`src/rtl/bus_arbiter_rr_pkg.sv`:
```
// Shared types and helpers for the N-master bus arbiter.
// Arbitration-mode constants, FSM state type and one-hot to index conversion.
package bus_arbiter_rr_pkg;

    localparam int ARB_FIXED = 0;
    localparam int ARB_RR    = 1;
    localparam int MAX_N     = 32;

    typedef enum logic {
        ST_IDLE,
        ST_OWNED
    } arb_state_e;

    // OR-reduction of set-bit indices; exact for one-hot or all-zero input.
    function automatic logic [4:0] onehot_to_index(input logic [MAX_N-1:0] oh);
        logic [4:0] idx;
        idx = '0;
        for (int i = 0; i < MAX_N; i++) begin
            if (oh[i]) idx = idx | 5'(i);
        end
        return idx;
    endfunction

endpackage

```
`src/rtl/bus_arbiter_rr_if.sv`:
```
// Request/grant bundle between the bus requesters and the arbiter.
// The master side drives requests and hold; the slave side is the arbiter.
interface bus_arbiter_rr_if #(
    parameter int N = 4
);
    localparam int IW = $clog2(N);

    logic [N-1:0]  breq;
    logic          bhold;
    logic [N-1:0]  bgnt;
    logic [IW-1:0] grant_id;
    logic          grant_valid;
    logic          timeout;
    logic [IW-1:0] timeout_id;

    modport master (
        output breq, bhold,
        input  bgnt, grant_id, grant_valid, timeout, timeout_id
    );

    modport slave (
        input  breq, bhold,
        output bgnt, grant_id, grant_valid, timeout, timeout_id
    );

endinterface

```
`src/rtl/bus_arbiter_rr_picker.sv`:
```
// Combinational rotating priority picker: the lowest set request at or above ptr wins,
// wrapping modulo N.
module rr_priority_picker #(
    parameter int N = 4
) (
    input  logic [N-1:0]         req,
    input  logic [$clog2(N)-1:0] ptr,
    output logic                 found,
    output logic [$clog2(N)-1:0] win_idx,
    output logic [N-1:0]         win_oh
);
    localparam int IW = $clog2(N);
    localparam int SW = IW + 1;

    logic [2*N-1:0] dbl;
    logic [N-1:0]   rot;
    logic [IW-1:0]  rot_idx;
    logic [SW-1:0]  sum;

    always_comb begin
        dbl     = {req, req} >> ptr;
        rot     = dbl[N-1:0];
        found   = |rot;
        rot_idx = '0;
        for (int i = N - 1; i >= 0; i--) begin
            if (rot[i]) rot_idx = IW'(i);
        end
        // Undo the rotation: the index is taken relative to ptr, modulo N.
        sum = {1'b0, rot_idx} + {1'b0, ptr};
        if (sum >= SW'(N)) sum = sum - SW'(N);
        win_idx = sum[IW-1:0];
        win_oh  = found ? (N'(1) << win_idx) : '0;
    end

endmodule

```
`src/rtl/bus_arbiter_rr.sv`:
```
// N-master bus arbiter with round-robin or fixed priority, registered one-hot grant,
// and a bus-hold tenure watchdog that revokes overlong holds.
module bus_arbiter_rr
    import bus_arbiter_rr_pkg::*;
#(
    parameter int N        = 4,
    parameter int RR_MODE  = 1,
    parameter int MAX_HOLD = 16
) (
    input logic            clock,
    input logic            reset,
    bus_arbiter_rr_if.slave bus
);
    localparam int IW = $clog2(N);
    localparam int CW = (MAX_HOLD > 0) ? $clog2(MAX_HOLD + 1) : 1;
    localparam logic [CW-1:0] HOLD_LAST = (MAX_HOLD > 0) ? CW'(MAX_HOLD - 1) : '0;
    localparam logic [CW-1:0] CNT_MAX   = '1;

    arb_state_e    state, nxt_state;
    logic [N-1:0]  bgnt, nxt_bgnt;
    logic [IW-1:0] grant_id, nxt_grant_id;
    logic          grant_valid, nxt_grant_valid;
    logic          timeout, nxt_timeout;
    logic [IW-1:0] timeout_id, nxt_timeout_id;
    logic [IW-1:0] ptr, nxt_ptr;
    logic [CW-1:0] hold_cnt, nxt_hold_cnt;

    logic          owned, wd_fire, tenure_end;
    logic [N-1:0]  eligible;
    logic [IW-1:0] pick_ptr;
    logic          found;
    logic [IW-1:0] win_idx;
    logic [N-1:0]  win_oh;

    assign owned      = (state == ST_OWNED);
    assign wd_fire    = (MAX_HOLD > 0) && owned && bus.bhold && (hold_cnt == HOLD_LAST);
    assign tenure_end = owned && (!bus.bhold || wd_fire);
    // The finishing owner sits out one arbitration so it cannot immediately re-win.
    assign eligible   = bus.breq & (tenure_end ? ~bgnt : {N{1'b1}});
    assign pick_ptr   = (RR_MODE == ARB_RR) ? ptr : '0;

    rr_priority_picker #(.N(N)) u_picker (
        .req     (eligible),
        .ptr     (pick_ptr),
        .found   (found),
        .win_idx (win_idx),
        .win_oh  (win_oh)
    );

    always_comb begin
        nxt_state       = state;
        nxt_bgnt        = bgnt;
        nxt_grant_id    = grant_id;
        nxt_grant_valid = grant_valid;
        nxt_timeout     = 1'b0;
        nxt_timeout_id  = '0;
        nxt_ptr         = ptr;
        nxt_hold_cnt    = hold_cnt;
        if (!owned || tenure_end) begin
            nxt_hold_cnt = '0;
            if (found) begin
                nxt_state       = ST_OWNED;
                nxt_bgnt        = win_oh;
                nxt_grant_id    = IW'(onehot_to_index(MAX_N'(win_oh)));
                nxt_grant_valid = 1'b1;
                nxt_ptr         = (win_idx == IW'(N - 1)) ? '0 : win_idx + 1'b1;
            end else begin
                nxt_state       = ST_IDLE;
                nxt_bgnt        = '0;
                nxt_grant_id    = '0;
                nxt_grant_valid = 1'b0;
            end
            if (wd_fire) begin
                nxt_timeout    = 1'b1;
                nxt_timeout_id = grant_id;
            end
        end else if (hold_cnt != CNT_MAX) begin
            nxt_hold_cnt = hold_cnt + 1'b1;
        end
    end

    always_ff @(posedge clock or posedge reset) begin
        if (reset) begin
            state       <= ST_IDLE;
            bgnt        <= '0;
            grant_id    <= '0;
            grant_valid <= 1'b0;
            timeout     <= 1'b0;
            timeout_id  <= '0;
            ptr         <= '0;
            hold_cnt    <= '0;
        end else begin
            state       <= nxt_state;
            bgnt        <= nxt_bgnt;
            grant_id    <= nxt_grant_id;
            grant_valid <= nxt_grant_valid;
            timeout     <= nxt_timeout;
            timeout_id  <= nxt_timeout_id;
            ptr         <= nxt_ptr;
            hold_cnt    <= nxt_hold_cnt;
        end
    end

    assign bus.bgnt        = bgnt;
    assign bus.grant_id    = grant_id;
    assign bus.grant_valid = grant_valid;
    assign bus.timeout     = timeout;
    assign bus.timeout_id  = timeout_id;

endmodule

```
`src/flat_wrapper.sv`:
```
// flat-port wrapper written by rule: the top's interface ports become plain ports
module bus_arbiter_rr_flat import bus_arbiter_rr_pkg::*;
#(
    parameter int N        = 4,
    parameter int RR_MODE  = 1,
    parameter int MAX_HOLD = 16
)
  (clock, reset, bus_breq, bus_bhold, bus_bgnt, bus_grant_id, bus_grant_valid, bus_timeout, bus_timeout_id);
  bus_arbiter_rr_if #(.N(N)) bus_i ();
  input logic clock;
  input logic reset;
  input wire logic [$bits(bus_i.breq)-1:0] bus_breq;
  input wire logic [$bits(bus_i.bhold)-1:0] bus_bhold;
  output wire logic [$bits(bus_i.bgnt)-1:0] bus_bgnt;
  output wire logic [$bits(bus_i.grant_id)-1:0] bus_grant_id;
  output wire logic [$bits(bus_i.grant_valid)-1:0] bus_grant_valid;
  output wire logic [$bits(bus_i.timeout)-1:0] bus_timeout;
  output wire logic [$bits(bus_i.timeout_id)-1:0] bus_timeout_id;
  assign bus_i.breq = bus_breq;
  assign bus_i.bhold = bus_bhold;
  assign bus_bgnt = bus_i.bgnt;
  assign bus_grant_id = bus_i.grant_id;
  assign bus_grant_valid = bus_i.grant_valid;
  assign bus_timeout = bus_i.timeout;
  assign bus_timeout_id = bus_i.timeout_id;
  bus_arbiter_rr #(.N(N), .RR_MODE(RR_MODE), .MAX_HOLD(MAX_HOLD)) u_core (.clock(clock), .reset(reset), .bus(bus_i));
endmodule
```
`config.mk`:
```
export PLATFORM = sky130hd
export DESIGN_NAME = bus_arbiter_rr_flat
export DESIGN_NICKNAME = d
export VERILOG_FILES = /design/src/rtl/bus_arbiter_rr_pkg.sv /design/src/rtl/bus_arbiter_rr_if.sv /design/src/rtl/bus_arbiter_rr_picker.sv /design/src/rtl/bus_arbiter_rr.sv /design/src/flat_wrapper.sv
export SDC_FILE = /design/constraint.sdc
export NUM_CORES = 1
export LEC_CHECK = 0
export BUFFER_PORTS_ARGS = -buffer_cell sky130_fd_sc_hd__buf_2
export CAP_MARGIN = 20
export CORE_MARGIN = 8
export CORE_UTILIZATION = 45
export DETAILED_ROUTE_END_ITERATION = 10
export PLACE_DENSITY = 0.66
export SLEW_MARGIN = 20
export SYNTH_ARGS = -nofsm -noshare
export SYNTH_HDL_FRONTEND = slang
export SYNTH_SLANG_ARGS = --single-unit
```
`constraint.sdc`:
```
create_clock -name clock -period 4.34 [get_ports clock]
set_input_delay 0.434 -clock clock [delete_from_list [all_inputs] [get_ports clock]]
set_output_delay 0.434 -clock clock [all_outputs]
set_load 0.03 [all_outputs]
```
==> out/results.ini, run 1 <==
[setup_path]
crit_path_start_kind = flop
crit_path_cell_trace = ha_1 -> and3_1 -> ha_1 -> nor2b_1 -> o21ai_0 -> a2111oi_0 -> a21oi_1 -> o21ai_0 -> ha_1 -> xor2_1 -> xor2_1 -> ha_1 -> a22oi_1 -> o31ai_1
cp_data_required_time_ns = 4.55
cp_num_buf_inv = 0
slowest_stage = a2111oi_0
criticalPathCategory = reg -> reg
crit_family = compound AO/OA/AOI/OAI gates
critical_path.most_common_cell = ha_1
arrival_ns = 3.90
max_stage_delay_ns = 0.49
reg2reg_slack_ns = 0.65
worst-path-max-fanout = 7
reg2reg_depth = 14
r2r_start = u_core.hold_cnt[0]
worstReg2RegEnd = u_core.bus.grant_id[1]
endpoint_kind = flop

[synth]
synthTopCellsByCount = dfrtp_1 (17), nand2_1 (14), nor2_1 (9)
synthFlopType = dfrtp_1
synth.most_common_cell = dfrtp_1
yosysTopAreaCell = dfrtp_1
synth_mux_area_frac = 0.01026
synth_edf_count = 0
synth_area_leaders = dfrtp_1 (44%), ha_1 (7.7%), nand2_1 (5.4%), xor2_1 (3.6%), nor2_1 (3.5%)
synth_cells = 100
ys_types = 39
synth_seq_cells = 17
synthArstFlopShare = 1.000
synth_top_area_frac = 0.4359
yosysSeqAreaShare = 0.4359
synth_top_family_by_area = compound AO/OA/AOI/OAI gates
synth-simple-area-share = 0.1641
synth_compound_area_frac = 0.2269
synth_nets = 113
synth_xor_area_frac = 0.04487
synth_fa_ha_area_frac = 0.07692
syn_area_um2 = 975.9
syn_area_per_cell_um2 = 9.759
ys_warn_count = 0

[floorplan]
start_util = 0.4588
ios = 17
rows = 17
core_area_um2 = 2127
die_x_um = 62.57
die_area_um2 = 3915
die_h_um = 62.57

[hold_path]
hp-class = in -> async

[global_route]
grt.overflow.total = 0
grt_start_max_net_pins = 18
grt_util_all_layers = 0.1046
grt_pass1_vias = 769
grt_pass1_wl_um = 3470
grt_antenna_before_repair = 0

[detailed_routing]
drt_iter0_drc = 17
num_vias = 793
ant_nets = 0
finalWirelength_um = 1921
detail_route.wl_per_cell_um = 13.34
drt-pass1-iter-count = 4
drcViolationCount = 0
via_per_inst = 5.507

[clocking]
ctsResizeCount = 0
clock_latency_ns = 0.29
root_buffer = clkbuf_4
cts-hold-fix-buffers = 0
cts_setup_buffers = 0
numCtsBuffers = 3
htree_num_levels = 1
clockBufferDepth = 2
cts_sinks = 17
cts_tree = done
clkTransAtPathRegs_ns = 0.10

[cells_and_area]
area_delta_synth_final_pct = 12.05
layout-drive-gt1-share = 0.2414
antenna_cells = 0
nFillCells = 216
stdcell_count = 144
nNetsFinal = 130
final_area_um2 = 1094

[timing]
fin_crit_ns = 3.690
tns_ns = 0
fin_worst_skew_ns = 0.005151
tightest_slew_ns = 0.6451
slew_viol_final = 0
fmax_mhz = 271.0
slew_headroom = 0.5695
grt_setup_unrepaired = no
period_share = 0.8503
finalHoldViolCount = 0
holdWs_ns = 0.2084
setup_viol = 0

[pwr]
p_leak_nw = 0.5444
powerDensity_nw_per_um2 = 603.3
ir_worst_vdd_v = 0.0003557

[place]
port_buffers = 16
dp_hpwl_um = 1450
gp_congestion = 0.8563
dpl_cell_area_um2 = 1066
place_inst = 140

[status]
status = complete, no violations

[job]
maxCapViolations = 0

-- per-stage QoR --
step,power (W),util,setup WS [ns]
5_1_grt,0.0007186,0.5141,0.2537
3_5_place_dp,0.0005801,0.5012,0.6667
6_report,0.0006598,0.5141,0.6498
3_3_place_gp,0.0005729,0.5012,0.7016
4_1_cts,0.0006671,0.5141,0.6354
2_1_floorplan,0.0005068,-,1.221
-- final cells by class --
cell class	instances	area (um^2)	area share
sequential	17	425.4	0.3890
clock buffer	3	22.52	0.02059
inverter	4	15.01	0.01373
timing repair buffer	16	80.08	0.07323
tap	28	35.03	0.03204
clock inverter	1	5.005	0.004577
multi-input combinational	75	510.5	0.4668
-- sequential cells by signal, summed over array words and instances, names as in the netlist --
register / count
u_core.bus.bgnt: 4
u_core.bus.grant_id: 2
u_core.bus.grant_valid: 1
u_core.bus.timeout: 1
u_core.bus.timeout_id: 2
u_core.hold_cnt: 5
u_core.pick_ptr: 2
-- worst max-delay path by stage --
stage	start	cells after the start	slack, ns	end
2_1_floorplan	u_core.hold_cnt[0]	15	1.22	u_core.bus.bgnt[0]
3_3_place_gp	u_core.hold_cnt[0]	14	0.70	u_core.bus.grant_id[1]
3_5_place_dp	u_core.hold_cnt[0]	14	0.67	u_core.bus.grant_id[1]
4_1_cts	u_core.hold_cnt[0]	14	0.64	u_core.bus.grant_id[1]
5_1_grt	u_core.hold_cnt[0]	14	0.25	u_core.bus.grant_id[0]
6_report	u_core.hold_cnt[0]	14	0.65	u_core.bus.grant_id[1]
-- cells by family (layout without fill, tap and decap cells) --
logic type | count (synthesis) | after routing
AND/OR/NAND/NOR | 34 | 34
buffers and inverters | 8 | 24
multiplexers | 1 | 1
flip-flops | 17 | 17
AO/OA/AOI/OAI | 29 | 29
XOR/XNOR | 5 | 5
adder cells (fa/ha/maj) | 6 | 6
-- where the power goes --
part / switching, W / leakage [nW] / total (W) / internal [W]
Clock: 0.0000510 / 0.0177 / 0.0000853 / 0.0000343
Sequential: 0.0000448 / 0.220 / 0.000241 / 0.000196
Combinational: 0.000203 / 0.306 / 0.000334 / 0.000131
Total: 0.000299 / 0.544 / 0.000660 / 0.000361
-- layer usage --
layer | up-vias | track usage | share of wire
met5 | - | 0 | 0
met2 | 19 | 0.1746 | 0.48
met4 | 0 | 0.02564 | 0.0088
met1 | 376 | 0.1178 | 0.45
li1 | 393 | - | -
met3 | 5 | 0.04839 | 0.066
-- cells in the final DEF, fill, tap and decap left out, types with 2 or more instances in the layout --
master,instances
inv_1,3
clkbuf_4,3
nor2b_1,2
ha_1,6
o21a_1,3
xor2_1,4
a22oi_1,3
o31ai_1,3
and2_1,2
a21oi_1,3
nand2_1,14
buf_2,16
o21ai_0,4
nor2_1,9
a22o_1,2
dfrtp_1,17
No activity file was read; power rests on OpenSTA's default activity.
==> inputs of run 2 (changes only) <==
--- a/config.mk
+++ b/config.mk
@@ -11,6 +11,7 @@
 export CORE_UTILIZATION = 45
 export DETAILED_ROUTE_END_ITERATION = 10
 export PLACE_DENSITY = 0.66
+export RECOVER_POWER = 50
 export SLEW_MARGIN = 20
 export SYNTH_ARGS = -nofsm -noshare
 export SYNTH_HDL_FRONTEND = slang
==> run 2 against run 1 <==
Die area did not move; wire length grew 0.26%; combinational power about the same; utilization decreased by 0.29 points; count of clock-buffer cells in the layout stayed put; non-clock buffer count stayed put; total power shrank 0.34%; via count down 0.38%; final cell count stayed put; sequential share of layout area rose by 0.22 points; sequential cell count is the same; critical path type unchanged; largest power group unchanged.
==> out/results.ini, run 2 (synthesized netlist as in run 1, its figures left out) <==
[place]
place_inst = 140  ; unchanged
gp_congestion = 0.8563  ; unchanged
port_buffers = 16  ; unchanged
dp_hpwl_um = 1450  ; unchanged

[setup_path]
cp_data_required_time_ns = 4.55  ; about the same
crit_path_start_kind = flop
endpoint_kind = flop
cp_num_buf_inv = 0  ; unchanged
arrival_ns = 3.90  ; about the same
crit_family = compound AO/OA/AOI/OAI gates
critical_path.most_common_cell = ha_1
max_stage_delay_ns = 0.49  ; about the same
crit_path_cell_trace = ha_1 -> and3_1 -> ha_1 -> nor2b_1 -> o21ai_0 -> a2111oi_0 -> a21oi_1 -> o21ai_0 -> ha_1 -> xor2_1 -> xor2_1 -> ha_1 -> a22oi_1 -> o31ai_1
criticalPathCategory = reg -> reg
worst-path-max-fanout = 7  ; unchanged
slowest_stage = a2111oi_0

[clocking]
root_buffer = clkbuf_4
htree_num_levels = 1  ; unchanged
cts_setup_buffers = 0  ; unchanged
cts_sinks = 17  ; unchanged
cts_tree = done
numCtsBuffers = 3  ; unchanged
clkTransAtPathRegs_ns = 0.10  ; about the same
clock_latency_ns = 0.29  ; about the same
cts-hold-fix-buffers = 0  ; unchanged
clockBufferDepth = 2  ; unchanged
ctsResizeCount = 0  ; unchanged

[timing]
fmax_mhz = 271.0  ; about the same
grt_setup_unrepaired = no
tns_ns = 0  ; unchanged
tightest_slew_ns = 0.6450  ; -0.00007600 ns
period_share = 0.8502  ; about the same
slew_viol_final = 0  ; unchanged
finalHoldViolCount = 0  ; unchanged
setup_viol = 0  ; unchanged
slew_headroom = 0.5695  ; about the same
fin_crit_ns = 3.690  ; -0.0003820 ns
fin_worst_skew_ns = 0.005084  ; -0.00006636 ns

[floorplan]
core_area_um2 = 2127  ; unchanged
ios = 17  ; unchanged
die_area_um2 = 3915  ; unchanged
die_h_um = 62.57  ; unchanged
start_util = 0.4588  ; unchanged
rows = 17  ; unchanged
die_x_um = 62.57  ; unchanged

[cells_and_area]
nNetsFinal = 130  ; unchanged
stdcell_count = 144  ; unchanged
antenna_cells = 0  ; unchanged
mostFrequentLayoutCell = dfrtp_1
largest-register = u_core.hold_cnt
largest_registers = u_core.hold_cnt x5, u_core.bus.bgnt x4
area_delta_synth_final_pct = 11.41
final_cell_mix = dfrtp_1 (17), nand2_1 (14), buf_2 (11), nor2_1 (9), ha_1 (6)
layout-drive-gt1-share = 0.1983  ; -0.04310
largest_register_ffs = 5  ; unchanged

[global_route]
grt_util_all_layers = 0.1046  ; unchanged
grt_pass1_wl_um = 3470  ; unchanged
grt_pass1_vias = 769  ; unchanged
grt.overflow.total = 0  ; unchanged
grt_start_max_net_pins = 18  ; unchanged
grt_antenna_before_repair = 0  ; unchanged

[detailed_routing]
num_vias = 790  ; -0.38%
drcViolationCount = 0  ; unchanged
detail_route.wl_per_cell_um = 13.38  ; +0.26%
via_per_inst = 5.486  ; -0.38%
drt_iter0_drc = 18  ; +1
finalWirelength_um = 1926  ; +0.26%
ant_nets = 0  ; unchanged
drt-pass1-iter-count = 4  ; unchanged

[pwr]
ir_worst_vdd_v = 0.0003558  ; about the same
powerDensity_nw_per_um2 = 604.7  ; +0.23%
p_leak_nw = 0.5245  ; -3.6%

[job]
maxCapViolations = 0  ; unchanged

[hold_path]
hp-class = in -> async

[status]
status = complete, no violations

## run 2: cell types whose count changed in the layout (fill, tap and decap cells not counted)
cell,delta
buf_2,-5
clkbuf_1,+5
## run 2: per-layer routing
metal / track usage / up-vias / part of all wire
li1: - / 393 / -
met1: 0.1178 / 373 / 0.45
met2: 0.1746 / 19 / 0.48
met3: 0.04839 / 5 / 0.063
met4: 0.02564 / 0 / 0.0088
met5: 0 / - / 0
## run 2: worst paths after layout
path	from	to	slack (ns)	cells after the start
worst max-delay path	u_core.hold_cnt[0]	u_core.bus.grant_id[1]	0.65	14
worst min-delay path	reset	u_core.bus.timeout_id[1]	0.21	2
worst max register to register	u_core.hold_cnt[0]	u_core.bus.grant_id[1]	0.65	14
worst min register to register	u_core.bus.bgnt[2]	u_core.bus.bgnt[2]	0.53	1
max in group asynchronous	reset	u_core.bus.grant_valid	3.72	2
min in group clock	bus_bhold	u_core.bus.timeout	0.44	2
## run 2: power breakdown
part	internal (W)	switching (W)	total, W	leakage (nW)
Combinational	0.000129	0.000203	0.000331	0.286
Sequential	0.000196	0.0000450	0.000241	0.220
Clock	0.0000343	0.0000509	0.0000852	0.0177
Total	0.000359	0.000299	0.000658	0.525
## run 2: layout make-up
class	instances	area (um^2)
multi-input cells	75	510.5
well taps	28	35.03
clock buffers	3	22.52
inverters	4	15.01
repair buffers	16	73.82
clock inverters	1	5.005
flip-flops and latches	17	425.4
fillers	219	1040
## run 2: worst register-to-register path: stages (launching register included)
cell and delay [ns]:
dfrtp_1 0.41, ha_1 0.21, and3_1 0.17, ha_1 0.24
nor2b_1 0.40, o21ai_0 0.34, a2111oi_0 0.49, a21oi_1 0.06
o21ai_0 0.09, ha_1 0.18, xor2_1 0.17, xor2_1 0.35
ha_1 0.31, a22oi_1 0.09, o31ai_1 0.09
## run 2: metrics by stage
step	area [um^2]	worst slack (ns)	hold slack, ns	util	total power, W
global placement	1066	0.7016	0.4998	0.5012	0.0005729
global route	1087	0.2537	0.2690	0.5112	0.0007171
detailed placement	1066	0.6667	0.5094	0.5012	0.0005801
finish	1087	0.6502	0.2085	0.5112	0.0006575
CTS	1094	0.6354	0.2296	0.5141	0.0006671
floorplan	975.9	1.221	0.3601	-	0.0005068
==> inputs of run 3 (changes only) <==
--- a/config.mk
+++ b/config.mk
@@ -10,7 +10,7 @@
 export CORE_MARGIN = 8
 export CORE_UTILIZATION = 45
 export DETAILED_ROUTE_END_ITERATION = 10
-export PLACE_DENSITY = 0.66
+export PLACE_DENSITY = 0.69
 export RECOVER_POWER = 50
 export SLEW_MARGIN = 20
 export SYNTH_ARGS = -nofsm -noshare
==> constraint.sdc (replaced) <==
create_clock -name clock -period 3.35 [get_ports clock]
set_input_delay 0.67 -clock clock [delete_from_list [all_inputs] [get_ports clock]]
set_output_delay 0.67 -clock clock [all_outputs]
set_load 0.03 [all_outputs]
==> run 3 against run 2 <==
Wire length rose by 18%; critical path depth did not move; sequential power rose by 30%; sequential cell count did not move; design area rose by 7.4%; die area did not move; first-iteration DRC count rose to 3.5 times the previous value; utilization rose by 3.8 points; worst hold slack improved by 0.23 ns; critical path type unchanged; critical endpoint is now u_core.bus.bgnt[0]; highest routed layer unchanged.
==> out/results.ini, run 3 (synthesized netlist as in run 1, its figures left out) <==
[place]
dp_hpwl_um = 1665  ; +15%
gp_congestion = 0.8007  ; -6.5%
port_buffers = 16  ; unchanged
place_inst = 143  ; +2.1%

[clocking]
clock_latency_ns = 0.29  ; about the same
cts-hold-fix-buffers = 0  ; unchanged
htree_num_levels = 1  ; unchanged
root_buffer = clkbuf_4
numCtsBuffers = 3  ; unchanged
clkTransAtPathRegs_ns = 0.09  ; about the same
cts_sinks = 17  ; unchanged
clockBufferDepth = 2  ; unchanged
cts_tree = done

[global_route]
grt_util_all_layers = 0.1218  ; +0.01719
grt_pass1_vias = 841  ; +9.4%
grt_antenna_before_repair = 0  ; unchanged
grt_pass1_wl_um = 3919  ; +13%
grt_start_max_net_pins = 18  ; unchanged
grt.overflow.total = 0  ; unchanged

[timing]
tightest_slew_ns = 0.6256  ; -0.01938 ns
holdWs_ns = 0.4407  ; +0.2322 ns
fmax_mhz = 315.9  ; +17%
slew_viol_final = 0  ; unchanged
fin_crit_ns = 3.165  ; -0.5245 ns
grt_setup_unrepaired = no
period_share = 0.9449  ; +0.09467
finalHoldViolCount = 0  ; unchanged
fin_worst_skew_ns = 0.005280  ; +0.0001956 ns
slew_headroom = 0.5825  ; +0.01293
setup_viol = 0  ; unchanged

[setup_path]
cp_data_required_time_ns = 3.53  ; -1.02 ns
criticalPathCategory = reg -> reg
arrival_ns = 3.34  ; -0.56 ns
reg2reg_depth = 14  ; unchanged
endpoint_kind = flop
r2r_start = u_core.hold_cnt[1]
crit_path_start_kind = flop
worstReg2RegEnd = u_core.bus.bgnt[0]
worst-path-max-fanout = 5  ; -2
reg2reg_slack_ns = 0.18  ; -0.47 ns

[status]
status = complete, no violations

[pwr]
p_leak_nw = 0.5656  ; +7.8%
powerDensity_nw_per_um2 = 801.5  ; +33%
ir_worst_vdd_v = 0.0004943  ; +39%

[floorplan]
start_util = 0.4588  ; unchanged
rows = 17  ; unchanged
die_area_um2 = 3915  ; unchanged
die_x_um = 62.57  ; unchanged
ios = 17  ; unchanged
die_h_um = 62.57  ; unchanged
core_area_um2 = 2127  ; unchanged

[detailed_routing]
ant_nets = 0  ; unchanged
num_vias = 817  ; +3.4%
finalWirelength_um = 2266  ; +18%
drcViolationCount = 0  ; unchanged
detail_route.wl_per_cell_um = 15.21  ; +14%
drt_iter0_drc = 63  ; +45
via_per_inst = 5.483  ; about the same
drt-pass1-iter-count = 4  ; unchanged

[cells_and_area]
mostFrequentLayoutCell = dfrtp_1
seq_area_um2 = 425.4  ; unchanged
stdcell_count = 149  ; +3.5%
antenna_cells = 0  ; unchanged
largest_registers = u_core.hold_cnt x5, u_core.bus.bgnt x4
multi_input_area_um2 = 546.8  ; +7.1%
nNetsFinal = 135  ; +3.8%
largest-register = u_core.hold_cnt
area_delta_synth_final_pct = 19.62
largest_register_ffs = 5  ; unchanged
final_cell_mix = dfrtp_1 (17), nand2_1 (14), buf_2 (14), nor2_1 (9), ha_1 (5)
nFillCells = 201  ; -8.2%
layout-drive-gt1-share = 0.2893  ; +0.09098

[hold_path]
hp-class = in -> async

[job]
maxCapViolations = 0  ; unchanged

-- run 3: changes by cell type in the layout (fill, tap and decap cells not counted), moves of 2 or more --
cell and change:
o21ai_0 -2, buf_4 +4, buf_2 +3, clkbuf_1 -2, o21ai_1 +2
-- run 3: how the worst max path moves through the flow --
stage | from | endpoint | slack [ns] | depth (start not counted)
2_1_floorplan | u_core.hold_cnt[0] | u_core.bus.bgnt[0] | 0.23 | 15
3_3_place_gp | u_core.hold_cnt[0] | u_core.bus.bgnt[0] | 0.05 | 15
3_5_place_dp | u_core.hold_cnt[0] | u_core.bus.bgnt[0] | -0.08 | 15
4_1_cts | u_core.hold_cnt[0] | u_core.bus.bgnt[0] | 0.03 | 15
5_1_grt | u_core.hold_cnt[1] | u_core.bus.bgnt[0] | 0.008 | 15
6_report | u_core.hold_cnt[1] | u_core.bus.bgnt[0] | 0.18 | 14
-- run 3: power by group --
group	internal, W	total (W)	leakage, nW	switching (W)
clock network	0.0000463	0.000107	0.0150	0.0000608
registers	0.000254	0.000314	0.220	0.0000605
logic	0.000220	0.000514	0.330	0.000295
total	0.000519	0.000936	0.566	0.000416
-- run 3: what timing repair did --
action,in CTS,in global routing
setup endpoints to repair,4,8
gates resized for setup,4,8
setup buffers,1,1
pin swaps,0,1
-- run 3: routing by layer --
| layer | wire (um) | track usage | share of wire | up-vias |
|---|---|---|---|---|
| li1 | - | - | - | 407 |
| met1 | 978 | 0.1352 | 0.43 | 383 |
| met2 | 1115 | 0.2005 | 0.49 | 23 |
| met4 | 25 | 0.05128 | 0.011 | 0 |
| met5 | 0 | 0 | 0 | - |
| met3 | 146 | 0.05018 | 0.064 | 4 |
-- run 3: area by class of cell --
type                       count  share of cell area
clock buffer                   4             0.02251
inverter                       4             0.01286
multi-input combinational     75              0.4684
sequential                    17              0.3644
tap                           28             0.03001
timing repair buffer          21              0.1018
-- run 3: critical path: stages, from the launching register on --
cell	delay [ns]
dfrtp_1	0.39
ha_1	0.17
and3_2	0.22
ha_4	0.16
nor2b_4	0.05
buf_6	0.12
o21a_1	0.23
o311a_2	0.38
o21ai_1	0.17
ha_1	0.18
xor2_1	0.18
xor2_1	0.31
inv_2	0.10
ha_1	0.19
a22o_1	0.20
-- run 3: stage by stage --
stage	TNS, ns	instance area [um^2]	utilization	total power (W)	worst slack, ns
after floorplan	0	975.9	-	0.0006566	0.2314
after global placement	0	1089	0.5118	0.0007753	0.05363
after detailed placement	-0.09811	1089	0.5118	0.0007919	-0.07603
after CTS	0	1131	0.5318	0.0009342	0.02619
after global routing	0	1167	0.5488	0.001015	0.007653
final	0	1167	0.5488	0.0009357	0.1847
